--- src/rtl/sram_arbiter_pkg.sv ---
// Shared types and widths for the SRAM arbiter slice.
package sram_arbiter_pkg;
  localparam int WORD_AW = 17;
  localparam int RAM_AW  = 18;
  localparam int HALF_W  = 16;
  localparam int WORD_W  = 32;

  typedef enum logic [2:0] {
    ST_IDLE     = 3'd0,
    ST_LO_SETUP = 3'd1,
    ST_LO_WAIT  = 3'd2,
    ST_HI_SETUP = 3'd3,
    ST_HI_WAIT  = 3'd4,
    ST_DONE     = 3'd5
  } state_t;

  typedef enum logic {
    OWN_IF  = 1'b0,
    OWN_MEM = 1'b1
  } owner_t;
endpackage

--- src/rtl/sram_arbiter_rr_arbiter2.sv ---
// Two-way round-robin pick: a lone requester wins, a tie goes to the side not granted last.
module rr_arbiter2
  import sram_arbiter_pkg::*;
(
  input  logic       req_if,
  input  logic       req_mem,
  input  owner_t     last_grant,
  output logic [1:0] grant        // [0] fetch, [1] memory stage
);
  // one-hot grant, empty when nobody asks
  always_comb begin
    grant = 2'b00;
    if (req_if && req_mem) grant = (last_grant == OWN_IF) ? 2'b10 : 2'b01;
    else                   grant = {req_mem, req_if};
  end
endmodule

--- src/rtl/sram_arbiter.sv ---
// Shares one 16-bit async SRAM between fetch (read) and memory stage (read/write);
// each 32-bit word becomes two halfword cycles, low half first.
module sram_arbiter
  import sram_arbiter_pkg::*;
#(
  parameter int RAM_WAIT = 1
) (
  input  logic                 clock,
  input  logic                 reset,
  input  logic                 if_req,
  input  logic [WORD_AW-1:0]   if_addr,
  output logic                 if_ack,
  output logic [WORD_W-1:0]    if_rdata,
  input  logic                 mem_req,
  input  logic                 mem_we,
  input  logic [WORD_AW-1:0]   mem_addr,
  input  logic [WORD_W-1:0]    mem_wdata,
  output logic                 mem_ack,
  output logic [WORD_W-1:0]    mem_rdata,
  output logic [RAM_AW-1:0]    ram_addr,
  output logic [HALF_W-1:0]    ram_dout,
  input  logic [HALF_W-1:0]    ram_din,
  output logic                 ram_doe,
  output logic                 ram_wre,
  output logic                 ram_oute
);
  localparam logic [2:0] WAIT_LOAD = 3'(RAM_WAIT - 1);

  state_t              state;
  owner_t              owner, last_grant;
  logic                we;
  logic [WORD_AW-1:0]  addr;
  logic [WORD_W-1:0]   wdata;
  logic [HALF_W-1:0]   rd_lo;
  logic [2:0]          cnt;
  logic [1:0]          grant;

  rr_arbiter2 u_arb (
    .req_if     (if_req),
    .req_mem    (mem_req),
    .last_grant (last_grant),
    .grant      (grant)
  );

  // winner's request fields, only meaningful while grant is non-zero
  logic               win_mem, win_we;
  logic [WORD_AW-1:0] win_addr;
  assign win_mem  = grant[1];
  assign win_we   = grant[1] & mem_we;
  assign win_addr = grant[1] ? mem_addr : if_addr;

  // FSM; SRAM controls and acks are registered for the state being entered
  always_ff @(posedge clock or negedge reset) begin
    if (!reset) begin
      state      <= ST_IDLE;
      owner      <= OWN_IF;
      last_grant <= OWN_IF;
      we         <= 1'b0;
      addr       <= '0;
      wdata      <= '0;
      rd_lo      <= '0;
      cnt        <= '0;
      if_ack     <= 1'b0;
      mem_ack    <= 1'b0;
      if_rdata   <= '0;
      mem_rdata  <= '0;
      ram_addr   <= '0;
      ram_dout   <= '0;
      ram_doe    <= 1'b0;
      ram_wre    <= 1'b1;
      ram_oute   <= 1'b1;
    end else begin
      if_ack  <= 1'b0;
      mem_ack <= 1'b0;
      case (state)
        ST_IDLE: if (|grant) begin
          owner      <= win_mem ? OWN_MEM : OWN_IF;
          last_grant <= win_mem ? OWN_MEM : OWN_IF;
          we         <= win_we;
          addr       <= win_addr;
          wdata      <= mem_wdata;
          ram_addr   <= {win_addr, 1'b0};
          if (win_we) begin
            ram_doe  <= 1'b1;
            ram_dout <= mem_wdata[15:0];
          end else begin
            ram_oute <= 1'b0;
          end
          state <= ST_LO_SETUP;
        end
        ST_LO_SETUP, ST_HI_SETUP: begin
          cnt <= WAIT_LOAD;
          if (we) ram_wre <= 1'b0;
          state <= (state == ST_LO_SETUP) ? ST_LO_WAIT : ST_HI_WAIT;
        end
        ST_LO_WAIT: begin
          if (cnt == 3'd0) begin
            if (!we) rd_lo <= ram_din;
            ram_addr <= {addr, 1'b1};
            if (we) begin
              ram_wre  <= 1'b1;
              ram_dout <= wdata[31:16];
            end
            state <= ST_HI_SETUP;
          end else begin
            cnt <= cnt - 3'd1;
          end
        end
        ST_HI_WAIT: begin
          if (cnt == 3'd0) begin
            ram_wre  <= 1'b1;
            ram_oute <= 1'b1;
            ram_doe  <= 1'b0;
            if (!we) begin
              if (owner == OWN_IF) if_rdata  <= {ram_din, rd_lo};
              else                 mem_rdata <= {ram_din, rd_lo};
            end
            if (owner == OWN_IF) if_ack  <= 1'b1;
            else                 mem_ack <= 1'b1;
            state <= ST_DONE;
          end else begin
            cnt <= cnt - 3'd1;
          end
        end
        ST_DONE: state <= ST_IDLE;
        default: state <= ST_IDLE;
      endcase
    end
  end
endmodule

--- config.mk ---
export PLATFORM = sky130hd
export DESIGN_NAME = sram_arbiter
export DESIGN_NICKNAME = d
export VERILOG_FILES = /design/src/rtl/sram_arbiter_pkg.sv /design/src/rtl/sram_arbiter_rr_arbiter2.sv /design/src/rtl/sram_arbiter.sv
export SDC_FILE = /design/constraint.sdc
export NUM_CORES = 1
export LEC_CHECK = 0
export CAP_MARGIN = 0
export CORE_MARGIN = 5
export CORE_UTILIZATION = 44
export CTS_CLUSTER_DIAMETER = 80
export DETAILED_ROUTE_END_ITERATION = 7
export PLACE_DENSITY = 0.88
export SLEW_MARGIN = 5
export SYNTH_ARGS = -nofsm -noshare
export SYNTH_HDL_FRONTEND = slang
export SYNTH_SLANG_ARGS = --single-unit
--- constraint.sdc ---
create_clock -name clock -period 1.75 [get_ports clock]
set_input_delay 0.35 -clock clock [delete_from_list [all_inputs] [get_ports clock]]
set_output_delay 0.35 -clock clock [all_outputs]
set_load 0.005 [all_outputs]
==> results.ini <==
[clocking]
clock_latency_ns=0.42
path_clk_slew_ns=0.07
cts_buffer_depth=2
cts_max_level=4
root_buffer=clkbuf_16
cts_tree=done
clkSinkCount=160
cts_inserted_buffers=17

[status]
status=finished, violations left
failed_checks=negative setup slack

[synthesis]
synthFlopType=dfrtp_1
synth_top_cell_area_share_pct=56.0
synthTopCellsByArea=dfrtp_1 (56%), mux2_2 (15%), mux2_4 (8.5%)
synth-edff-count=0
yosysTopAreaCell=dfrtp_1
syn_area_um2=7060
async_flop_share_pct=100
synth.top_cells.by_count=dfrtp_1 (158), mux2_2 (91), mux2_4 (40), mux2i_1 (34), inv_1 (25)
syn_inst=485
ys_seq_area_share_pct=56.8
yosysWarnings=0
syn_nets=574
synth_cell_type_count=44
synth_seq_cells=160
yosysMostFrequentCell=dfrtp_1
avgSynthCellArea_um2=14.5

[sta]
setup_viol=33
layout_setup_ws_ns=-0.0875
grt_setup_unrepaired=yes
fmax_ghz=0.544
finalHoldViolCount=0
slew_viol_final=0
tightest_slew_ns=0.487
min_period_ns=1.84
finClkSkew_ns=0.0132
tns_ns=-2.07
period_share_pct=105
slew_headroom_pct=67.5

[route]
drc=0
ant_nets=0
drt_iter0_markers=207
vias_per_cell=5.08
post_drt_wl_per_cell_um=19.3
vias=4878
firstDrtPassIters=4
wl_mm=18.5

[global_routing]
antenna_found_initial=0
grt-ovfl-total=0
grt_util_all_layers_pct=18.5
grt_pass1_wl_mm=26.9
grt_max_degree=48
grt_pass1_vias=5071

[cells_and_area]
nFillCells=1103
fin_cells=960
drive_above_1_share_pct=34.7
nets=820
area_delta_synth_final_pct=47.8
area.sequential_um2=4010
multi_input_area_um2=2810
diodes=0

[place]
io_buffers=189
post-dp-hpwl_mm=12.3
placedCellCount=912
gp_congestion=0.831

[setup_path]
reg2reg_depth=8
critPathMaxStageDelay_ns=0.40
rr_endpoint=if_rdata[30]
cp_num_buf_inv=3
slowest_stage=dfrtp_1
crit_fanout=8
startpoint_type=flop
r2r-start=cnt[0]
critPathRequiredTime_ns=2.05
rrSetupSlack_ns=-0.09
path_cells=inv_2 -> ha_4 -> nand2b_4 -> nor3_4 -> and4_4 -> buf_12 -> buf_16 -> mux2_4
cp_top_family=simple AND/OR/NAND/NOR gates
crit_path_end_kind=flop
path_class=flop to flop
cp.arrival_ns=2.14

[floorplanning]
pin_count=190
core_um2=15800
rows=46
die_area_um2=18700
fp.dieH_um=137
initial_core_util_pct=44.6
chipWidth_um=137

[pwr]
ir_worst_vdd_v=0.000898
p_per_area_nw_per_um2=1780
leakagePower_nw=4.66

[run]
maxCapViolCount=0

[worst_hold_path]
hold_path.class=primary input to asynchronous set/reset pin

cells by family (layout without fill, tap and decap cells):
logic type | after synthesis | after routing | synth area share, %
buffers and inverters | 52 | 311 | 4.33
flip-flops | 160 | 160 | 56.8
XOR/XNOR | 2 | 2 | 0.248
multiplexers | 179 | 179 | 30.1
AND/OR/NAND/NOR | 49 | 49 | 4.49
adder cells (fa/ha/maj) | 2 | 2 | 0.355
AO/OA/AOI/OAI | 41 | 41 | 3.71
cell usage in the layout, fill, tap and decap left out, types with 10 or more instances in the layout:
cell type	instances
clkdlybuf4s50_1	186
dfrtp_1	156
mux2_2	89
mux2_4	46
buf_4	40
mux2i_1	31
inv_1	23
nor2_1	23
a21oi_1	23
clkbuf_16	20
buf_12	14
mux2_1	10
where the power goes:
part / switching [mW] / internal, mW / leakage, nW
clock network: 1.60 / 2.01 / 0.284
logic: 2.91 / 5.22 / 2.47
registers: 1.25 / 5.55 / 1.91
layer usage:
metal	wire length [µm]	track usage, %	up-vias
met4	385	5.15	0
met1	7440	23.1	2442
li1	-	-	2202
met2	9390	31.8	202
met3	1280	5.00	32
met5	0	0	-
worst register-to-register path, cell delays in order (launching register included):
cell	delay, ns
dfrtp_1	0.40
inv_2	0.09
ha_4	0.16
nand2b_4	0.07
nor3_4	0.15
and4_4	0.28
buf_12	0.13
buf_16	0.14
mux2_4	0.31
state kept, by name, indices dropped and copies added, names as in the netlist, 3 cells and up:
name / flops
addr: 17
cnt: 3
if_rdata: 32
mem_rdata: 32
ram_addr: 18
ram_dout: 16
rd_lo: 16
state: 3
wdata: 16
through the flow:
stage / hold WS [ns] / utilization, % / setup WS [ns] / total power, mW / instance area [µm²]
6_report: 0.445 / 65.9 / -0.0875 / 18.5 / 10400
3_5_place_dp: 0.319 / 60.1 / -0.464 / 14.5 / 9510
3_3_place_gp: 0.312 / 60.1 / -0.404 / 14.1 / 9510
2_1_floorplan: 0.0544 / - / 0.000485 / 10.5 / 7080
4_1_cts: 0.446 / 64.9 / -0.0901 / 18.4 / 10300
5_1_grt: 0.474 / 65.9 / -0.129 / 19.5 / 10400
worst max path at each step:
stage,from,to,slack (ns),depth (start not counted)
after floorplan,state[2],ram_dout[10],0.0005,5
after global placement,mem_req,ram_dout[4],-0.40,5
after detailed placement,if_req,ram_dout[0],-0.46,5
after CTS,cnt[0],if_rdata[12],-0.09,8
after global routing,cnt[0],if_rdata[30],-0.13,8
final,cnt[0],if_rdata[30],-0.09,8
repair_timing:
| item | in CTS | in global routing |
|---|---|---|
| buffers inserted | 6 | 3 |
| setup endpoints to repair | 88 | 105 |
| hold buffers | 1 | 0 |
| pin swaps | 3 | 0 |
| cloned | 2 | 4 |
| gates resized for setup | 12 | 14 |
| hold endpoints to repair | 42 | 0 |
cell type report:
cell class	count	area share, %
timing repair buffer	253	25.5
clock buffer	17	4.08
clock inverter	15	1.45
inverter	26	0.936
tap	216	2.59
sequential	160	38.4
multi-input combinational	273	26.9
Note: power is estimated with default switching activity, not from simulation.
